[config.mk]
export PLATFORM = sky130hd
export DESIGN_NAME = sram_march_bist
export DESIGN_NICKNAME = d
export VERILOG_FILES = /design/src/rtl/sram_march_bist.sv
export SDC_FILE = /design/constraint.sdc
export NUM_CORES = 1
export LEC_CHECK = 0
export CAP_MARGIN = 20
export CORE_UTILIZATION = 44
export CTS_CLUSTER_SIZE = 30
export DETAILED_ROUTE_END_ITERATION = 8
export GPL_ROUTABILITY_DRIVEN = 1
export PLACE_DENSITY_LB_ADDON = 0.15
export SYNTH_ARGS = -nofsm -noshare
export SYNTH_HDL_FRONTEND = slang
export SYNTH_SLANG_ARGS = --single-unit
[constraint.sdc]
create_clock -name CLK -period 9.04 [get_ports CLK]
set_input_delay 1.356 -clock CLK [delete_from_list [all_inputs] [get_ports CLK]]
set_output_delay 1.356 -clock CLK [all_outputs]
set_load 0.01 [all_outputs]
[src/rtl/sram_march_bist.sv]
// March C- built-in self test for a single-port SRAM macro: drives one registered
// operation per cycle and checks read data returning one cycle after each read.
module sram_march_bist #(
  parameter int                      P_ADDR_WIDTH = 8,
  parameter int                      P_DATA_WIDTH = 64,
  parameter logic [P_DATA_WIDTH-1:0] P_BG         = '0
) (
  input  logic                    CLK,
  input  logic                    RST,
  input  logic                    START,
  output logic                    BUSY,
  output logic                    DONE,
  output logic                    FAIL,
  output logic [P_ADDR_WIDTH-1:0] FAIL_ADDR,
  output logic [2:0]              FAIL_ELEM,
  output logic [11:0]             FAIL_CNT,
  output logic                    BIST_EN,
  output logic                    BIST_MEN,
  output logic                    BIST_WEN,
  output logic                    BIST_REN,
  output logic [P_ADDR_WIDTH-1:0] BIST_ADDR,
  output logic [P_DATA_WIDTH-1:0] BIST_DIN,
  output logic [P_DATA_WIDTH-1:0] BIST_BM,
  input  logic [P_DATA_WIDTH-1:0] DOUT
);

  typedef enum logic [1:0] {S_IDLE, S_RUN, S_DRAIN, S_FIN} state_t;

  localparam logic [P_ADDR_WIDTH-1:0] LP_AMAX = '1;

  function automatic logic f_down(input logic [2:0] elem);
    return (elem == 3'd3) || (elem == 3'd4);
  endfunction

  function automatic logic [P_ADDR_WIDTH-1:0] f_first(input logic [2:0] elem);
    return f_down(elem) ? LP_AMAX : '0;
  endfunction

  function automatic logic [P_ADDR_WIDTH-1:0] f_last(input logic [2:0] elem);
    return f_down(elem) ? '0 : LP_AMAX;
  endfunction

  // E1/E3 write "1"; E0/E2/E4 write "0".
  function automatic logic [P_DATA_WIDTH-1:0] f_wpat(input logic [2:0] elem);
    return ((elem == 3'd1) || (elem == 3'd3)) ? ~P_BG : P_BG;
  endfunction

  // E2/E4 expect "1"; E1/E3/E5 expect "0".
  function automatic logic [P_DATA_WIDTH-1:0] f_rpat(input logic [2:0] elem);
    return ((elem == 3'd2) || (elem == 3'd4)) ? ~P_BG : P_BG;
  endfunction

  state_t                    r_state;
  logic [2:0]                r_elem;
  logic [P_ADDR_WIDTH-1:0]   r_addr;
  logic                      r_wr;
  logic                      r_en, r_men, r_wen, r_ren;
  logic [P_ADDR_WIDTH-1:0]   r_bist_addr;
  logic [P_DATA_WIDTH-1:0]   r_din, r_bm;
  logic                      r_vld_p0, r_vld_p1;
  logic [P_DATA_WIDTH-1:0]   r_exp_p0, r_exp_p1;
  logic [P_ADDR_WIDTH-1:0]   r_taddr_p0, r_taddr_p1;
  logic [2:0]                r_telem_p0, r_telem_p1;
  logic                      r_fail;
  logic [P_ADDR_WIDTH-1:0]   r_fail_addr;
  logic [2:0]                r_fail_elem;
  logic [11:0]               r_fail_cnt;

  state_t                    w_state_nxt;
  logic [2:0]                w_elem_nxt;
  logic [P_ADDR_WIDTH-1:0]   w_addr_nxt;
  logic                      w_wr_nxt;
  logic                      w_op_nxt;
  logic                      w_en_nxt;
  logic                      w_start_acc;
  logic                      w_mis;

  assign w_start_acc = (r_state == S_IDLE) && START;
  assign w_mis       = r_vld_p1 && (DOUT != r_exp_p1);

  // r_elem/r_addr/r_wr describe the operation currently on the macro pins.
  always_comb begin
    w_state_nxt = r_state;
    w_elem_nxt  = r_elem;
    w_addr_nxt  = r_addr;
    w_wr_nxt    = r_wr;
    w_op_nxt    = 1'b0;
    case (r_state)
      S_IDLE: begin
        if (START) begin
          w_state_nxt = S_RUN;
          w_elem_nxt  = 3'd0;
          w_addr_nxt  = '0;
          w_wr_nxt    = 1'b1;
          w_op_nxt    = 1'b1;
        end
      end
      S_RUN: begin
        if ((r_elem inside {[3'd1:3'd4]}) && !r_wr) begin
          w_wr_nxt = 1'b1;
          w_op_nxt = 1'b1;
        end else if (r_addr == f_last(r_elem)) begin
          if (r_elem == 3'd5) begin
            w_state_nxt = S_DRAIN;
          end else begin
            w_elem_nxt = r_elem + 3'd1;
            w_addr_nxt = f_first(r_elem + 3'd1);
            w_wr_nxt   = 1'b0;
            w_op_nxt   = 1'b1;
          end
        end else begin
          w_addr_nxt = f_down(r_elem) ? r_addr - 1'b1 : r_addr + 1'b1;
          w_wr_nxt   = (r_elem == 3'd0);
          w_op_nxt   = 1'b1;
        end
      end
      S_DRAIN: w_state_nxt = S_FIN;
      S_FIN:   w_state_nxt = S_IDLE;
      default: w_state_nxt = S_IDLE;
    endcase
  end

  assign w_en_nxt = (w_state_nxt == S_RUN) || (w_state_nxt == S_DRAIN);

  always_ff @(posedge CLK) begin
    if (RST) begin
      r_state     <= S_IDLE;
      r_elem      <= '0;
      r_addr      <= '0;
      r_wr        <= 1'b0;
      r_en        <= 1'b0;
      r_men       <= 1'b0;
      r_wen       <= 1'b0;
      r_ren       <= 1'b0;
      r_bist_addr <= '0;
      r_din       <= '0;
      r_bm        <= '0;
      r_vld_p0    <= 1'b0;
      r_vld_p1    <= 1'b0;
      r_fail      <= 1'b0;
      r_fail_addr <= '0;
      r_fail_elem <= '0;
      r_fail_cnt  <= '0;
    end else begin
      r_state     <= w_state_nxt;
      r_elem      <= w_elem_nxt;
      r_addr      <= w_addr_nxt;
      r_wr        <= w_wr_nxt;
      r_en        <= w_en_nxt;
      r_bm        <= {P_DATA_WIDTH{w_en_nxt}};
      r_men       <= w_op_nxt;
      r_wen       <= w_op_nxt && w_wr_nxt;
      r_ren       <= w_op_nxt && !w_wr_nxt;
      r_bist_addr <= w_op_nxt ? w_addr_nxt : '0;
      r_din       <= (w_op_nxt && w_wr_nxt) ? f_wpat(w_elem_nxt) : '0;
      // p0: read issued to macro; p1: macro access edge; compare on DOUT next edge
      r_vld_p0    <= w_op_nxt && !w_wr_nxt;
      r_vld_p1    <= r_vld_p0;
      if (w_start_acc) begin
        r_fail      <= 1'b0;
        r_fail_addr <= '0;
        r_fail_elem <= '0;
        r_fail_cnt  <= '0;
      end else if (w_mis) begin
        r_fail <= 1'b1;
        if (r_fail_cnt != 12'hFFF) r_fail_cnt <= r_fail_cnt + 12'd1;
        if (!r_fail) begin
          r_fail_addr <= r_taddr_p1;
          r_fail_elem <= r_telem_p1;
        end
      end
    end
  end

  always_ff @(posedge CLK) begin
    r_exp_p0   <= f_rpat(w_elem_nxt);
    r_taddr_p0 <= w_addr_nxt;
    r_telem_p0 <= w_elem_nxt;
    r_exp_p1   <= r_exp_p0;
    r_taddr_p1 <= r_taddr_p0;
    r_telem_p1 <= r_telem_p0;
  end

  assign BUSY      = (r_state == S_RUN) || (r_state == S_DRAIN);
  assign DONE      = (r_state == S_FIN);
  assign FAIL      = r_fail;
  assign FAIL_ADDR = r_fail_addr;
  assign FAIL_ELEM = r_fail_elem;
  assign FAIL_CNT  = r_fail_cnt;
  assign BIST_EN   = r_en;
  assign BIST_MEN  = r_men;
  assign BIST_WEN  = r_wen;
  assign BIST_REN  = r_ren;
  assign BIST_ADDR = r_bist_addr;
  assign BIST_DIN  = r_din;
  assign BIST_BM   = r_bm;

endmodule
==> key figures <==
Placed design
  • Pre-CTS setup slack: 5090 ps
  • Routability cong.: 0.941
  • Port bufs: 232
  • DP HPWL: 9.95 mm

Layout
  • Reg area: 1520 µm²
  • Syn-to-layout area delta: 35.0%
  • Final nets: 747
  • Filler instances: 891
  • Diodes inserted: 0
  • Multi-input logic area: 2100 µm²
  • Layout cells sized above 1: between 5 and 6%
  • Util after Layout: 61.6%

Global routing
  • Gr ovfl total: 0
  • First-pass GRT wire length: ~19 mm
  • Total global-route track usage: 21.5%
  • Largest net degree at the start of global routing: 66
  • Initial antenna violation count: 1
  • Vias in the first global route: roughly 3800

Detailed routing
  • Drt first pass iters: 5
  • WL met2: 6.31 mm
  • DR WL/cell: 15.3 µm
  • Final WL: around 12 mm
  • Iter 0 DRT Violations: approximately 150
  • Antenna viol nets, final: 0
  • Vias per cell: 5.16
  • WL met3: 688 µm
  • DR vias: 4157
  • Top routing layer in use: met5
  • DRC: 0
  • WL met1: around 5.0 mm

Flow run
  • Max Cap Viol: 0

Timing
  • Least-Margin Pin Slew: 953 ps
  • Skew final: 8.00 ps
  • Fin. max-slew vios: 0
  • Fin Setup TNS: 0 ps
  • Tcrit/Tclk final: 39.5%
  • RSZ-0062 raised after global routing: false
  • Slew headroom: 35.7%
  • Finish-stage setup viols: 0
  • Post-layout min period: 3570 ps
  • Max Clk Rate: 280 MHz
  • Worst Slack Setup Final: 5470 ps
  • Final Hold Violating Endpoints: 0

CTS
  • Clk_lat worst skew: 350 ps
  • Clk buf depth: 2
  • CTS H-tree depth: 3
  • Setup Buffers After CTS: 0
  • CTS root buffer: clkbuf_8
  • TritonCTS clock tree: yes
  • Clock Sinks: 76
  • Post-CTS Hold Buffers: 0
  • Worst-path clk slew: 80 ps
  • CTS buffer count: 9
  • Post-CTS sizing: 0

Synth
  • Mapped Area: roughly 4800 µm²
  • Yosys warns: 0
  • Area contributors post-synth: dfxtp_1, buf_4, ha_1, nand2_1, or3_1
  • Syn Area/Cell: 8.43 µm²
  • Syn Nets: around 650
  • Sequential area share after synthesis: around a third
  • Synth top area share: around a third
  • Most frequent cell after synthesis: buf_4
  • Yosys top cell by area: dfxtp_1
  • Syn Inst Count: approximately 560
  • Yosys cell types: 58
  • Post-synth EDFFs: 0
  • Top post-synthesis cells by count: buf_4, dfxtp_1, nand2_1, nor2_1
  • Asr flop ratio synth: 0%
  • FF+latch count, synth: 76
  • Main synth FF type: dfxtp_1

Die
  • CORE AREA: 10400 µm²
  • Die W: 106 µm
  • Die height: roughly 110 µm
  • Die area: ~11000 µm²
  • Row count: 37
  • Starting Density: 45.7%
  • Top Ports: 233

Worst setup path
  • Setup CP Type: in2reg
  • Crit path DAT: 3780 ps
  • Crit Reg-Reg Endpoint: r_exp_p0[62]$_DFF_P_
  • Reg-to-reg critical path startpoint: r_elem[0]$_SDFF_PP0_
  • Critical Path Slowest Stage Cell: nor4_4
  • Critical path required time: 9250 ps
  • Most used cell, CP: or4_1
  • CP Cell Sequence: clkdlybuf4s50_1 -> or4_1 -> nor4_2 -> o22ai_2 -> nor4_4 -> or4_1 -> a21oi_1
  • Crit end category: register
  • CP Launch Type: input port
  • Slowest stage delay, CP: 680 ps
  • Reg2Reg Setup Slack: 5810 ps
  • Reg2reg path depth: 11
  • Crit Path Max Fanout: 16

Power and ir drop
  • Power Density: 120 nW/µm²
  • Pleak: about 0.0023 µW
  • Total Power: ~770 µW
  • Sw frac: 26.6%
  • Comb pwr share: 20.0%
  • Clock share of power: 34.2%
  • Internal: 565 µW
  • P_sw: 205 µW
  • Seq pwr share: 45.8%
  • Max IR drop VDD: 0.0715 mV

Hold path
  • Hold path cells: 0
  • Hold Path End: r_telem_p1[1]$_DFF_P_
  • Hold Crit Start: r_telem_p0[1]$_DFF_P_
  • Hold crit path type: reg2reg

Status
  • Run status: finished, final reports clean
logic make-up (layout without fill, tap and decap cells):
| family | count (synthesis) | in the layout | share of synthesized area (%) |
|---|---|---|---|
| AOI/OAI and AO/OA | 104 | 104 | 15.6 |
| xor gates and xnor gates | 6 | 6 | 1.10 |
| adders and majority gates | 16 | 16 | 4.37 |
| buffers and inverters | 167 | 272 | 23.8 |
| DFF | 76 | 76 | 32.0 |
| muxes | 6 | 6 | 1.42 |
| and+or+nand+nor | 189 | 189 | 21.7 |
power groups by stage:
stage	clock [µW]	sequential [µW]	combinational [µW]
5_1_grt	284	354	165
3_5_place_dp	0	361	154
2_1_floorplan	0	359	94.6
6_report	263	352	154
4_1_cts	269	353	155
3_3_place_gp	0	360	152
final cells by class:
type,instances,share of cell area [%]
repair buffers,234,36.4
flip-flops and latches,76,23.7
multi-input cells,321,32.7
clock buffers,9,1.93
clock inverters,7,1.27
inverters,22,1.29
well taps,136,2.65
through the flow:
| step | instances | cell area (µm²) | hold slack, ps |
|---|---|---|---|
| after floorplan | 564 | 4760 | 310 |
| after global placement | 789 | 6220 | 313 |
| after detailed placement | 789 | 6220 | 312 |
| after CTS | 805 | 6420 | 328 |
| after global routing | 805 | 6420 | 335 |
| final | 805 | 6420 | 326 |
layout by cell type, fill, tap and decap left out, drive strengths merged, types with 5 or more instances in the layout:
cell             n
o31ai           15
nand3           15
nor4            12
clkdlybuf4s50  232
nand4           18
clkbuf           9
dfxtp           76
nor3            15
or3             20
o21ai           18
o22ai            6
nand2           41
o21bai           5
o211ai          14
nor2b           10
nor2            31
or4             13
inv             26
a21oi           20
ha              15
worst max-delay path by stage:
stage                                endpoint     start
global route         FAIL_CNT[7]$_SDFFE_PP0P_  DOUT[10]
global placement     FAIL_CNT[7]$_SDFFE_PP0P_  DOUT[59]
detailed placement   FAIL_CNT[7]$_SDFFE_PP0P_  DOUT[10]
CTS                  FAIL_CNT[3]$_SDFFE_PP0P_  DOUT[10]
floorplan           FAIL_ADDR[0]$_SDFFE_PP0P_  DOUT[10]
finish               FAIL_CNT[3]$_SDFFE_PP0P_  DOUT[10]
state kept, by name (all words and copies together) (netlist names), 2 cells and up:
| name | count |
|---|---|
| FAIL_CNT | 12 |
| BIST_ADDR | 8 |
| FAIL_ADDR | 8 |
| r_addr | 8 |
| r_taddr_p0 | 8 |
| r_taddr_p1 | 8 |
| FAIL_ELEM | 3 |
| r_elem | 3 |
| r_telem_p0 | 3 |
| r_telem_p1 | 3 |
| r_state | 2 |
per-layer routing:
layer	track usage [%]	vias to the layer above
li1	-	2084
met1	23.4	1911
met2	39.5	134
met3	6.01	26
met4	7.54	2
met5	0	-
worst max-delay path, delay by kind of cell:
kind | cells | cell delay [ps]
AOI/OAI and AO/OA | 2 | 230
buffers and inverters | 1 | 470
and+or+nand+nor | 4 | 1720
(Power assumes the default switching activity.)
